**config.mk**
```make
export PLATFORM = sky130hd
export DESIGN_NAME = cdb_arbiter_flat
export DESIGN_NICKNAME = d
export VERILOG_FILES = /design/src/rtl/cdb_arbiter_pkg.sv /design/src/rtl/cdb_arbiter_if.sv /design/src/rtl/cdb_rr_pick.sv /design/src/rtl/cdb_arbiter.sv /design/src/flat_wrapper.sv
export SDC_FILE = /design/constraint.sdc
export NUM_CORES = 1
export LEC_CHECK = 0
export ABC_AREA = 1
export BUFFER_PORTS_ARGS = -buffer_cell sky130_fd_sc_hd__buf_4
export CAP_MARGIN = 0
export CORE_MARGIN = 2
export CORE_UTILIZATION = 30
export CTS_CLUSTER_SIZE = 8
export DETAILED_ROUTE_END_ITERATION = 7
export PLACE_DENSITY = 0.57
export SYNTH_ARGS = -nofsm -noshare
export SYNTH_HDL_FRONTEND = slang
export SYNTH_HIERARCHICAL = 1
export SYNTH_SLANG_ARGS = --single-unit
```
**constraint.sdc**
```tcl
create_clock -name clk -period 1.75 [get_ports clk]
set_input_delay 0.0875 -clock clk [delete_from_list [all_inputs] [get_ports clk]]
set_output_delay 0.0875 -clock clk [all_outputs]
set_load 0.01 [all_outputs]
```
**src/rtl/cdb_arbiter_pkg.sv**
```systemverilog
// Shared LC-3b type package.
// Holds the ROB tag and data word typedefs, plus the fixed CDB requester
// index map used by the execute units.
package lc3b_types;

    typedef logic [2:0]  lc3b_rob_addr;
    typedef logic [15:0] lc3b_word;

    // CDB requester slots; a unit's index is also its req/grant bit.
    localparam int NUM_CDB_REQ     = 4;
    localparam int CDB_REQ_ALU_RS  = 0;
    localparam int CDB_REQ_LDBUF   = 1;
    localparam int CDB_REQ_BRADDR  = 2;
    localparam int CDB_REQ_JSRTRAP = 3;

endpackage

```
**src/rtl/cdb_arbiter_if.sv**
```systemverilog
// CDB arbiter bus interface.
// master: the execute-unit side. It drives req/tag_in/value_in/flush and
//         observes grant and the broadcast.
// slave : the arbiter. It drives grant and the cdb_* broadcast register.
interface cdb_arbiter_if #(
    parameter int NUM_REQ    = 4,
    parameter int data_width = 16,
    parameter int tag_width  = 3
);
    logic [NUM_REQ-1:0]            req;
    logic [NUM_REQ*tag_width-1:0]  tag_in;
    logic [NUM_REQ*data_width-1:0] value_in;
    logic                          flush;
    logic [NUM_REQ-1:0]            grant;
    logic                          cdb_valid;
    logic [tag_width-1:0]          cdb_tag;
    logic [data_width-1:0]         cdb_value;

    modport master (
        output req, tag_in, value_in, flush,
        input  grant, cdb_valid, cdb_tag, cdb_value
    );

    modport slave (
        input  req, tag_in, value_in, flush,
        output grant, cdb_valid, cdb_tag, cdb_value
    );
endinterface

```
**src/rtl/cdb_rr_pick.sv**
```systemverilog
// Combinational rotating-priority picker.
// Searches req upward from index base, wrapping modulo NUM_REQ. The first
// set bit wins.
// Ports: req (request vector), base (start index, must be < NUM_REQ),
//        grant (one-hot winner or zero), winner (winner index),
//        any_req (some request present).
module cdb_rr_pick #(
    parameter  int NUM_REQ = 4,
    localparam int PTR_W   = $clog2(NUM_REQ)
) (
    input  logic [NUM_REQ-1:0] req,
    input  logic [PTR_W-1:0]   base,
    output logic [NUM_REQ-1:0] grant,
    output logic [PTR_W-1:0]   winner,
    output logic               any_req
);
    always_comb begin
        grant   = '0;
        winner  = '0;
        any_req = |req;
        // Walk offsets from farthest to nearest. The closest set bit to
        // base is written last and therefore wins.
        for (int k = NUM_REQ - 1; k >= 0; k--) begin
            if (req[(int'(base) + k) % NUM_REQ])
                winner = PTR_W'((int'(base) + k) % NUM_REQ);
        end
        if (any_req)
            grant[winner] = 1'b1;
    end
endmodule

```
**src/rtl/cdb_arbiter.sv**
```systemverilog
// Common data bus arbiter.
// Grants at most one result producer per cycle using round-robin priority.
// The winner's {tag, value} is registered onto the CDB one cycle later.
// Ports: clk, rst_n (async, active low), bus (cdb_arbiter_if.slave:
//        req/tag_in/value_in/flush in, grant/cdb_valid/cdb_tag/cdb_value out).
module cdb_arbiter
    import lc3b_types::*;
#(
    parameter int NUM_REQ    = NUM_CDB_REQ,
    parameter int data_width = 16,
    parameter int tag_width  = 3
) (
    input  logic        clk,
    input  logic        rst_n,
    cdb_arbiter_if.slave bus
);
    localparam int PTR_W = $clog2(NUM_REQ);

    logic [PTR_W-1:0]   rr_ptr;
    logic [PTR_W-1:0]   winner;
    logic [NUM_REQ-1:0] pick_grant;
    logic               any_req;
    logic               grant_ok;

    cdb_rr_pick #(.NUM_REQ(NUM_REQ)) u_pick (
        .req     (bus.req),
        .base    (rr_ptr),
        .grant   (pick_grant),
        .winner  (winner),
        .any_req (any_req)
    );

    // Reset is in the grant path so a requester never sees an acknowledge
    // while reset is asserted. That transfer is simply lost.
    assign grant_ok  = rst_n && !bus.flush && any_req;
    assign bus.grant = grant_ok ? pick_grant : '0;

    always_ff @(posedge clk or negedge rst_n) begin
        if (!rst_n) begin
            rr_ptr        <= '0;
            bus.cdb_valid <= 1'b0;
            bus.cdb_tag   <= '0;
            bus.cdb_value <= '0;
        end else begin
            // A flush cycle clears valid because grant_ok is low in it.
            bus.cdb_valid <= grant_ok;
            if (grant_ok) begin
                rr_ptr        <= (winner == PTR_W'(NUM_REQ - 1)) ? '0 : winner + 1'b1;
                bus.cdb_tag   <= bus.tag_in[int'(winner)*tag_width +: tag_width];
                bus.cdb_value <= bus.value_in[int'(winner)*data_width +: data_width];
            end
        end
    end
endmodule

```
**src/flat_wrapper.sv**
```systemverilog
// flat-port wrapper written by rule: the top's interface ports become plain ports
module cdb_arbiter_flat import lc3b_types::*;
#(
    parameter int NUM_REQ    = NUM_CDB_REQ,
    parameter int data_width = 16,
    parameter int tag_width  = 3
)
  (clk, rst_n, bus_req, bus_tag_in, bus_value_in, bus_flush, bus_grant, bus_cdb_valid, bus_cdb_tag, bus_cdb_value);
  cdb_arbiter_if #(.NUM_REQ(NUM_REQ), .data_width(data_width), .tag_width(tag_width)) bus_i ();
  input  logic clk;
  input  logic rst_n;
  input wire logic [$bits(bus_i.req)-1:0] bus_req;
  input wire logic [$bits(bus_i.tag_in)-1:0] bus_tag_in;
  input wire logic [$bits(bus_i.value_in)-1:0] bus_value_in;
  input wire logic [$bits(bus_i.flush)-1:0] bus_flush;
  output wire logic [$bits(bus_i.grant)-1:0] bus_grant;
  output wire logic [$bits(bus_i.cdb_valid)-1:0] bus_cdb_valid;
  output wire logic [$bits(bus_i.cdb_tag)-1:0] bus_cdb_tag;
  output wire logic [$bits(bus_i.cdb_value)-1:0] bus_cdb_value;
  assign bus_i.req = bus_req;
  assign bus_i.tag_in = bus_tag_in;
  assign bus_i.value_in = bus_value_in;
  assign bus_i.flush = bus_flush;
  assign bus_grant = bus_i.grant;
  assign bus_cdb_valid = bus_i.cdb_valid;
  assign bus_cdb_tag = bus_i.cdb_tag;
  assign bus_cdb_value = bus_i.cdb_value;
  cdb_arbiter #(.NUM_REQ(NUM_REQ), .data_width(data_width), .tag_width(tag_width)) u_core (.clk(clk), .rst_n(rst_n), .bus(bus_i));
endmodule
```
* Word-level counts from Yosys, hierarchy flattened *
Index checks and enable logic that the tools add are counted.

storage, ports and cells
  output and inout port bits = 24
  register bits after elaboration = 22

cells by class
  order comparisons = 6
  $add $sub $neg = 4
  bitwise operators = 3
  muxes and demuxes = 20
  equal/unequal tests = 1
  reductions and logical operators = 8
  shifts and indexed selects = 2
  multipliers = 1

operators with widths
  operator             count
  $shiftx 64x7->16     1
  $shiftx 12x32->3     1
  $lt 3x4->1 const B   3
  $mux 2               5
  $bmux 1 s2           4
  $mux 1               8
  $mux 4               2
  $lt 2x3->1 const B   2
  $reduce_or 2->1      3
  $add 2x1->2 const B  2
  $add 2x2->2 const B  2
  $mul 2x2->4 const B  1
  $reduce_or 4->1      1
  $and 1x1->1 const A  3
  $logic_and 1x1->1    3
  $demux 1 s2          1
  $eq 2x2->1 const B   1
  $ge 2x1->1 const B   1
  $logic_not 1->1      1

* Longest topological paths before layout *
Gate-level depths: netlist of run 1.

  word-level depth = 16
  gate-level depth with buffers = 18

* Cells and area by module *
Netlist of run 1, hierarchy kept.

by module, submodules not included
  module       times used  cells each  sequential area each (µm²)  area an instance (µm²)
  cdb_arbiter  1           324         550.5                       1,790.5
  cdb_rr_pick  1           47          0.0                         227.7

* Worst setup path after synthesis of run 1 *
Ideal clock, no wire load.

  path kind = register -> register
  start point = register u_core.rr_ptr[0]
  end point = register u_core.bus.cdb_value[7]
  arrival time = 1,656 ps
  buffers on the path = 2
  path slack = -22 ps
  stages on the path, launching flop included = 15
  setup time = 117 ps
  data required time = 1,633 ps
  cells stage by stage = dfrtp_1 -> o21ai_0 -> nand2_2 -> nand3_2 -> nand2_1 -> nand2_1 -> nand2_2 -> inv_2 -> buf_4 -> buf_6 -> nand2_1 -> nand3_1 -> nand2_1 -> nand2_1 -> nand2_1

on the way
  longest elaborated chain between the ends = 9
  elaborated cells on any way between the ends = 19
  classes of those cells = 3 x add/sub; 1 x shift; 15 x mux

RTL lines
  element                                    RTL line                              RTL
  start: declaration                         cdb_arbiter.sv:19                     logic [PTR_W-1:0] rr_ptr;
  start signal: assignment                   cdb_arbiter.sv:48                     rr_ptr <= (winner == PTR_W'(NUM_REQ - 1)) ? '0 : winner + 1'b1;
  $add 2x2->2                                cdb_rr_pick.sv:24, cdb_rr_pick.sv:25
  $bmux 1 s2                                 cdb_rr_pick.sv:24                     if (req[(int'(base) + k) % NUM_REQ])
  $mux 1 (implied by the code) (2 in a row)  cdb_rr_pick.sv:24
  $mux 2 (3 in a row)                        cdb_rr_pick.sv:24
  $mux 2 (*)                                 cdb_rr_pick.sv:24
  via u_core.winner[0]                       cdb_arbiter.sv:20                     logic [PTR_W-1:0] winner;
  $shiftx 64x7->16 (*)                       cdb_arbiter.sv:50                     bus.cdb_value <= bus.value_in[int'(winner)*data_width +: data_width];
  end signal: assignment                     cdb_arbiter.sv:50
  end: declaration                           cdb_arbiter_if.sv:26                  output grant, cdb_valid, cdb_tag, cdb_value

Mark *: on every way through the listed nets, which the timed path passes. The rest lies on a longest branch. The select of a mux whose other input is x is not followed.
A chain may end at the register's enable or synchronous reset.

* Final worst setup path of run 1 *
  start point = register u_core.rr_ptr[0]
  end point = output bus_grant[0]

on the way
  longest elaborated chain between the ends = 14
  elaborated cells on any way between the ends = 25
  classes of those cells = 3 x add/sub; 2 x order compare; 19 x mux; 1 x reduce/logical

RTL lines
  element                                                         RTL line                              RTL
  $add 2x2->2                                                     cdb_rr_pick.sv:24, cdb_rr_pick.sv:25
  $bmux 1 s2                                                      cdb_rr_pick.sv:24
  $mux 1 (implied by the code) (2 in a row)                       cdb_rr_pick.sv:24
  $mux 2 (3 in a row)                                             cdb_rr_pick.sv:24
  $mux 2 (*)                                                      cdb_rr_pick.sv:24
  via u_core.winner[1]                                            cdb_arbiter.sv:20
  $lt 2x3->1 (implied by the code) or $ge 2x1->1 (tied branches)  cdb_rr_pick.sv:28                     grant[winner] = 1'b1;
  $logic_and 1x1->1 (implied by the code)                         cdb_rr_pick.sv:28
  $mux 1 (implied by the code)                                    cdb_rr_pick.sv:28
  $demux 1 s2 (*)                                                 cdb_rr_pick.sv:28
  $mux 4 (*)                                                      cdb_rr_pick.sv:27                     if (any_req)
  via u_core.pick_grant[0]                                        cdb_arbiter.sv:21                     logic [NUM_REQ-1:0] pick_grant;
  $mux 4 (*)                                                      cdb_arbiter.sv:36                     assign bus.grant = grant_ok ? pick_grant : '0;
  end: declaration                                                flat_wrapper.sv:16                    output wire logic [$bits(bus_i.grant)-1:0] bus_grant;

Marks and branches as above.

==> impl_metrics.csv, run 1 <==
group,metric,value,unit
setup_path,path_depth,12,
placed_design,place_ws,-0.167,ns
pwr,leakage,0.00213,µW
die,die_width,86.0,µm
final_layout,area_growth,66.4,%
placed_design,dpl_cell_area,0.00295,mm²
cts,worstSkewPairLatency,0.26,ns
die,rows,29,
setup_path,critPathBufInv,6,
setup_path,arrival,1.92,ns
setup_path,r2r_setup_slack,-0.23,ns
global_routing,grt_pass1_vias,2511,
sta,rsz0062_at_grt,"yes",
route,drt_pre_antenna_iters,5,
die,ios,107,
global_routing,grt_usage,0.179,
route,ant_nets,0,
setup_path,cpMostUsedCell,"buf_4",
route,via_per_inst,4.47,
synthesis,syn-cell-area,0.00202,mm²
pwr,vdd_drop_max,1.04,mV
final_layout,diodes,0,
pwr,p_int,3640,µW
sta,fmaxAchievable,499,MHz
cts,cts_tree,"yes",
cts,cts-root-buf,"clkbuf_8",
final_layout,final_cell_mix,"nand2_1 (155), buf_4 (117), inv_1 (85)",
sta,final-setup-viol-count,25,
sta,fin_ws,-0.254,ns
sta,period_minus_slack,2.00,ns
placed_design,dpl.hpwl,4710,µm
setup_path,reg2reg_depth,17,
die,die_y,86.0,µm
placed_design,gp_congestion,0.841,
route,routed_wl,6610,µm
sta,slew_viol_final,0,
setup_path,path_cells,"buf_6, nand2_1, o21ai_1, buf_4, a21boi_2, a21oi_2, inv_2, buf_4, nor2_2, inv_1, nor2_2, buf_4",
cts,htree_levels,1,
synthesis,synthFlopType,"dfrtp_1",
setup_path,crit_required,1.66,ns
synthesis,synth_edf_count,0,
cts,cts_made_buffers,3,
cts,cts-root-to-sink-buffers,2,
final_layout,mostFrequentLayoutCell,"nand2_1",
placed_design,port_buffers,106,
cts,cts.clk_slew.worst_paths,0.09,ns
setup_path,cp-end-kind,"output port",
setup_path,slowest_stage,"dfrtp_2",
die,core_area,0.00642,mm²
pwr,switchingPower,3190,µW
cts,clock_sinks,22,
run_status,outcome,"finished, violations left",
synthesis,async_flop_share,1.00,
worst_hold_path,hold_path_class,"in -> reg",
setup_path,r2r_end,"u_core/bus.cdb_value[13]$_DFFE_PN0P_",
synthesis,yosysUniqueCellTypes,19,
sta,post-route-period-util,1.15,
setup_path,start_kind,"register",
run_status,failed_checks,"setup timing",
final_layout,layout.nets,577,
pwr,swShare,0.467,
worst_hold_path,hold_path_depth,7,
synthesis,syn_inst,371,
setup_path,slowest_delay,0.45,ns
global_routing,grt_overflow,0,
pwr,p_clk_frac,0.055,
synthesis,ys_warn_count,6,
global_routing,antenna_found_initial,0,
sta,fin_skew,0.00407,ns
synthesis,synth_nets,455,
setup_path,crit_fanout,6,
pwr,seqPwrFrac,0.135,
setup_path,regToRegStartpoint,"u_core/rr_ptr[0]$_DFFE_PN0P_",
synthesis,ys_ff_latch,22,
global_routing,grt_pass1_wl,10900,µm
worst_hold_path,hold-path-endpoint,"u_core/bus.cdb_value[8]$_DFFE_PN0P_",
worst_hold_path,hold_start,"bus_value_in[8]",
pwr,p_comb_frac,0.810,
setup_path,critical_path.top_delay_family,"buffers and inverters",
final_layout,stdcell_area,0.00336,mm²
synthesis,synth.avg_cell_area,5.44,µm²
route,wl_per_cell,11.6,µm
route,drtIter0Drc,57,
sta,fin_hold_ws,0.203,ns
route,num_vias,2546,
sta,final_hold_viol_count,0,
final_layout,drive_gt1_frac,0.380,
pwr,powerDensity,2030,mW/mm²
route,drcViolationCount,0,
die,start_util,0.314,
sta,tightest_slew,0.450,ns
die,dieArea,0.00740,mm²
flow_run,drv_cap,0,
global_routing,grt_max_degree,26,
setup_path,critical_path_class,"reg -> out",
synthesis,synth-seq-area-share,0.273,
sta,slew_headroom,0.699,
==> cell type report <==
type	count	area, µm²
fill	661	3060
clock buffer	4	55.1
sequential	22	553
timing repair buffer	132	1150
inverter	93	362
multi-input combinational	241	1140
tap	77	96.3
==> cell families after synthesis <==
logic type,after synthesis,synth area share
flip-flops,22,0.273
buffers and inverters,108,0.224
AND/OR/NAND/NOR,233,0.476
adder cells (fa/ha/maj),1,0.00620
AO/OA/AOI/OAI,7,0.0205
==> stage by stage <==
step                 util  total power [µW]  TNS, ns  cells
floorplan               -              3640        0    371
global placement    0.459              4930    -1.61    553
detailed placement  0.459              4950    -2.24    553
CTS                 0.515              6630    -3.79    568
global route        0.523              7440    -7.94    569
finish              0.523              6830    -4.65    569
==> power groups by stage <==
stage | logic, µW | clock network [µW] | registers, µW
floorplan | 2650 | 0 | 984
global route | 6070 | 409 | 953
global placement | 4010 | 0 | 912
finish | 5540 | 376 | 919
detailed placement | 4040 | 0 | 914
CTS | 5330 | 391 | 917
==> synth_stat cells (2+ instances only) <==
cell type / instances / area share
buf_6: 4 / 0.022
nand3_1: 41 / 0.10
nand2_1: 173 / 0.32
nand2_2: 5 / 0.015
nand3_2: 2 / 0.0099
buf_2: 8 / 0.020
o21ai_1: 2 / 0.0050
nor2_1: 8 / 0.015
o21ai_0: 3 / 0.0074
buf_4: 2 / 0.0074
inv_1: 86 / 0.16
nor2_2: 3 / 0.0093
dfrtp_1: 22 / 0.27
inv_2: 7 / 0.013
==> worst reg2reg max path, delay by kind of cell, from the launching register on <==
kind,cells,cell delay [ns]
and+or+nand+nor,11,0.77
DFF,1,0.47
buffers and inverters,6,0.63
==> sequential cells by signal, indices dropped and copies added, names as in the netlist <==
name                  flops
u_core/bus.cdb_value     16
u_core/bus.cdb_valid      1
u_core/bus.cdb_tag        3
u_core/rr_ptr             2
==> layer usage <==
| layer | global-route usage | wire (µm) | vias up |
|---|---|---|---|
| li1 | - | - | 1308 |
| met1 | 0.215 | 2750 | 1159 |
| met2 | 0.334 | 3380 | 79 |
| met3 | 0.0395 | 476 | 0 |
| met4 | 0.0231 | 0 | 0 |
| met5 | 0 | 0 | - |
==> timing repair <==
item                                   in CTS  in global routing
hold buffers                                1                  0
resized for setup                          51                  9
setup buffers                               7                  0
endpoints found under the hold margin      22                  0
pin swaps                                  21                  4
gates cloned                                3                  2
setup endpoints to repair                  25                 25
==> how the worst max path moves through the flow <==
stage | startpoint | to | slack, ns
after floorplan | u_core/rr_ptr[0]$_DFFE_PN0P_ | u_core/bus.cdb_value[7]$_DFFE_PN0P_ | 0.008
after global placement | u_core/rr_ptr[0]$_DFFE_PN0P_ | u_core/bus.cdb_value[13]$_DFFE_PN0P_ | -0.12
after detailed placement | u_core/rr_ptr[0]$_DFFE_PN0P_ | u_core/bus.cdb_value[13]$_DFFE_PN0P_ | -0.17
after CTS | u_core/rr_ptr[0]$_DFFE_PN0P_ | bus_grant[0] | -0.23
after global routing | u_core/rr_ptr[0]$_DFFE_PN0P_ | bus_grant[1] | -0.40
final | u_core/rr_ptr[0]$_DFFE_PN0P_ | bus_grant[0] | -0.25
Note: power is estimated with default switching activity, not from simulation.
==> inputs of run 2 (changes only) <==
--- a/config.mk
+++ b/config.mk
@@ -13,6 +13,7 @@
 export CTS_CLUSTER_SIZE = 8
 export DETAILED_ROUTE_END_ITERATION = 7
 export PLACE_DENSITY = 0.57
+export RECOVER_POWER = 50
 export SYNTH_ARGS = -nofsm -noshare
 export SYNTH_HDL_FRONTEND = slang
 export SYNTH_HIERARCHICAL = 1
==> run 2 against run 1 <==
The run still ends with setup timing left. First-iteration DRC count unchanged. Clock skew shrank 0.0026 ns. Global-route usage did not move. Hold slack gained 0.0018 ns. Design area shrank 0.19%. Clock power about the same. Register-to-register slack about the same. Sequential power is essentially flat. Utilization fell by 0.097 points. Flip-flop and latch count did not move. Maximum frequency is essentially flat. Power barely moved. Critical endpoint is now bus_grant[2].
==> impl_metrics.csv, run 2 (synthesis results as in run 1) <==
group,metric,value,unit
global_routing,grt_usage,0.179,
sta,tightest_slew,0.600,ns
cts,cts_made_buffers,3,
pwr,switchingPower,3190,µW
final_layout,drive_gt1_frac,0.378,
final_layout,largest_reg_flops,16,
placed_design,dpl_cell_area,0.00295,mm²
cts,clock_sinks,22,
route,via_per_inst,4.46,
pwr,swShare,0.467,
route,drt_pre_antenna_iters,5,
setup_path,r2r_setup_slack,-0.23,ns
die,rows,29,
placed_design,dpl.hpwl,4710,µm
pwr,p_comb_frac,0.810,
global_routing,grt_pass1_wl,10900,µm
final_layout,top_regs,"u_core/bus.cdb_value (16), u_core/bus.cdb_tag (3), u_core/rr_ptr (2)",
setup_path,cpMostUsedCell,"nand2_2",
die,start_util,0.314,
setup_path,critical_path.top_delay_family,"simple AND/OR/NAND/NOR gates",
route,wl_per_cell,11.6,µm
setup_path,arrival,1.92,ns
pwr,powerDensity,2040,mW/mm²
final_layout,diodes,0,
worst_hold_path,hold_path_depth,7,
sta,post-route-period-util,1.15,
pwr,vdd_drop_max,1.04,mV
final_layout,final_cell_mix,"nand2_1 (155), buf_4 (115), inv_1 (85)",
sta,fin_skew,0.00149,ns
route,drtIter0Drc,57,
route,drcViolationCount,0,
sta,period_minus_slack,2.00,ns
final_layout,top_register,"u_core/bus.cdb_value",
global_routing,grt_max_degree,26,
placed_design,gp_congestion,0.841,
setup_path,slowest_delay,0.47,ns
placed_design,port_buffers,106,
setup_path,reg2reg_depth,17,
final_layout,fin_util,0.522,
final_layout,layout.nets,577,
global_routing,grt_pass1_vias,2511,
placed_design,dp_cells,553,
final_layout,stdcell_area,0.00335,mm²
die,die_width,86.0,µm
pwr,seqPwrFrac,0.135,
final_layout,area_growth,66.1,%
final_layout,stdcell_count,569,
sta,setup_tns,-4.66,ns
sta,final-setup-viol-count,25,
setup_path,path_cells,"buf_6, nand2_2, nand2_2, inv_2, nand2_2, nand3_2, nand3_2, nand2_4, inv_4, buf_12, nor2_4, inv_1, nor2_1, buf_4",
cts,worstSkewPairLatency,0.26,ns
setup_path,regToRegStartpoint,"u_core/rr_ptr[0]$_DFFE_PN0P_",
die,dieArea,0.00740,mm²
setup_path,cp-end-kind,"output port",
sta,fmaxAchievable,499,MHz
global_routing,antenna_found_initial,0,
run_status,outcome,"finished, violations left",
sta,slew_headroom,0.600,
sta,final_hold_viol_count,0,
sta,fin_ws,-0.254,ns
setup_path,slowest_stage,"dfrtp_2",
cts,cts-root-to-sink-buffers,2,
cts,cts.clk_slew.worst_paths,0.08,ns
setup_path,critical_path_class,"reg -> out",
setup_path,start_kind,"register",
die,core_area,0.00642,mm²
sta,slew_viol_final,0,
route,num_vias,2538,
run_status,failed_checks,"setup timing",
die,die_y,86.0,µm
final_layout,mostFrequentLayoutCell,"nand2_1",
cts,htree_levels,1,
pwr,p_clk_frac,0.055,
route,routed_wl,6590,µm
route,ant_nets,0,
die,ios,107,
setup_path,crit_fanout,6,
global_routing,grt_overflow,0,
cts,cts_tree,"yes",
cts,cts-root-buf,"clkbuf_8",
setup_path,crit_required,1.66,ns
sta,rsz0062_at_grt,"yes",
flow_run,drv_cap,0,
setup_path,critPathBufInv,6,
worst_hold_path,hold_path_class,"in -> reg",
setup_path,r2r_end,"u_core/bus.cdb_value[13]$_DFFE_PN0P_",
pwr,finalPower,6830,µW
worst_hold_path,hold-path-endpoint,"u_core/bus.cdb_value[8]$_DFFE_PN0P_",
pwr,leakage,0.00213,µW
pwr,p_int,3640,µW
worst_hold_path,hold_start,"bus_value_in[8]",
## run 2: cell count changes in the layout (fill, tap and decap cells not counted), sizes merged
cell,before,now
buf,130,128
clkbuf,5,7
## run 2: metrics by stage
| step | setup slack [ns] | hold WS [ns] |
|---|---|---|
| finish | -0.254 | 0.205 |
| global route | -0.399 | 0.234 |
| CTS | -0.235 | 0.197 |
| detailed placement | -0.167 | 0.111 |
| global placement | -0.124 | 0.107 |
| floorplan | 0.00770 | -0.208 |
## run 2: layout make-up
class,count,area [µm²]
Clock buffer,4,55.1
Fill cell,661,3070
Inverter,93,362
Multi-Input combinational cell,241,1140
Sequential cell,22,553
Tap cell,77,96.3
Timing Repair Buffer,132,1140
## run 2: worst min-delay path, stage by stage
cell and delay (ns):
buf_4 0.08, inv_1 0.03, nand2_1 0.04, nand3_1 0.05, nand2_1 0.05, nand2_1 0.04
nand2_1 0.05
## run 2: power by group through the flow
stage / combinational [µW] / sequential, µW / clock [µW]
detailed placement: 4040 / 914 / 0
global route: 6070 / 953 / 409
finish: 5530 / 919 / 377
floorplan: 2650 / 984 / 0
CTS: 5330 / 917 / 391
global placement: 4010 / 912 / 0
## run 2: worst max-delay path by stage
| stage | startpoint | to | slack [ns] | cells past startpoint |
|---|---|---|---|---|
| after floorplan | u_core/rr_ptr[0]$_DFFE_PN0P_ | u_core/bus.cdb_value[7]$_DFFE_PN0P_ | 0.008 | 17 |
| after global placement | u_core/rr_ptr[0]$_DFFE_PN0P_ | u_core/bus.cdb_value[13]$_DFFE_PN0P_ | -0.12 | 16 |
| after detailed placement | u_core/rr_ptr[0]$_DFFE_PN0P_ | u_core/bus.cdb_value[13]$_DFFE_PN0P_ | -0.17 | 16 |
| after CTS | u_core/rr_ptr[0]$_DFFE_PN0P_ | bus_grant[0] | -0.23 | 12 |
| after global routing | u_core/rr_ptr[0]$_DFFE_PN0P_ | bus_grant[1] | -0.40 | 14 |
| final | u_core/rr_ptr[0]$_DFFE_PN0P_ | bus_grant[2] | -0.25 | 14 |
## run 2: what timing repair did
item / 4_1_cts / 5_1_grt
buffers inserted: 7 / 0
endpoints found under the setup margin: 25 / 25
cloned: 3 / 2
hold endpoints to repair: 22 / 0
pin swaps: 21 / 4
hold buffers: 1 / 0
resized for setup: 51 / 9
## run 2: layer usage
layer  up-vias  track usage  share of wire
met2        74        0.334           0.51
li1       1307            -              -
met4         0       0.0231              0
met3         0       0.0395          0.069
met1      1157        0.215           0.42
met5         -            0              0
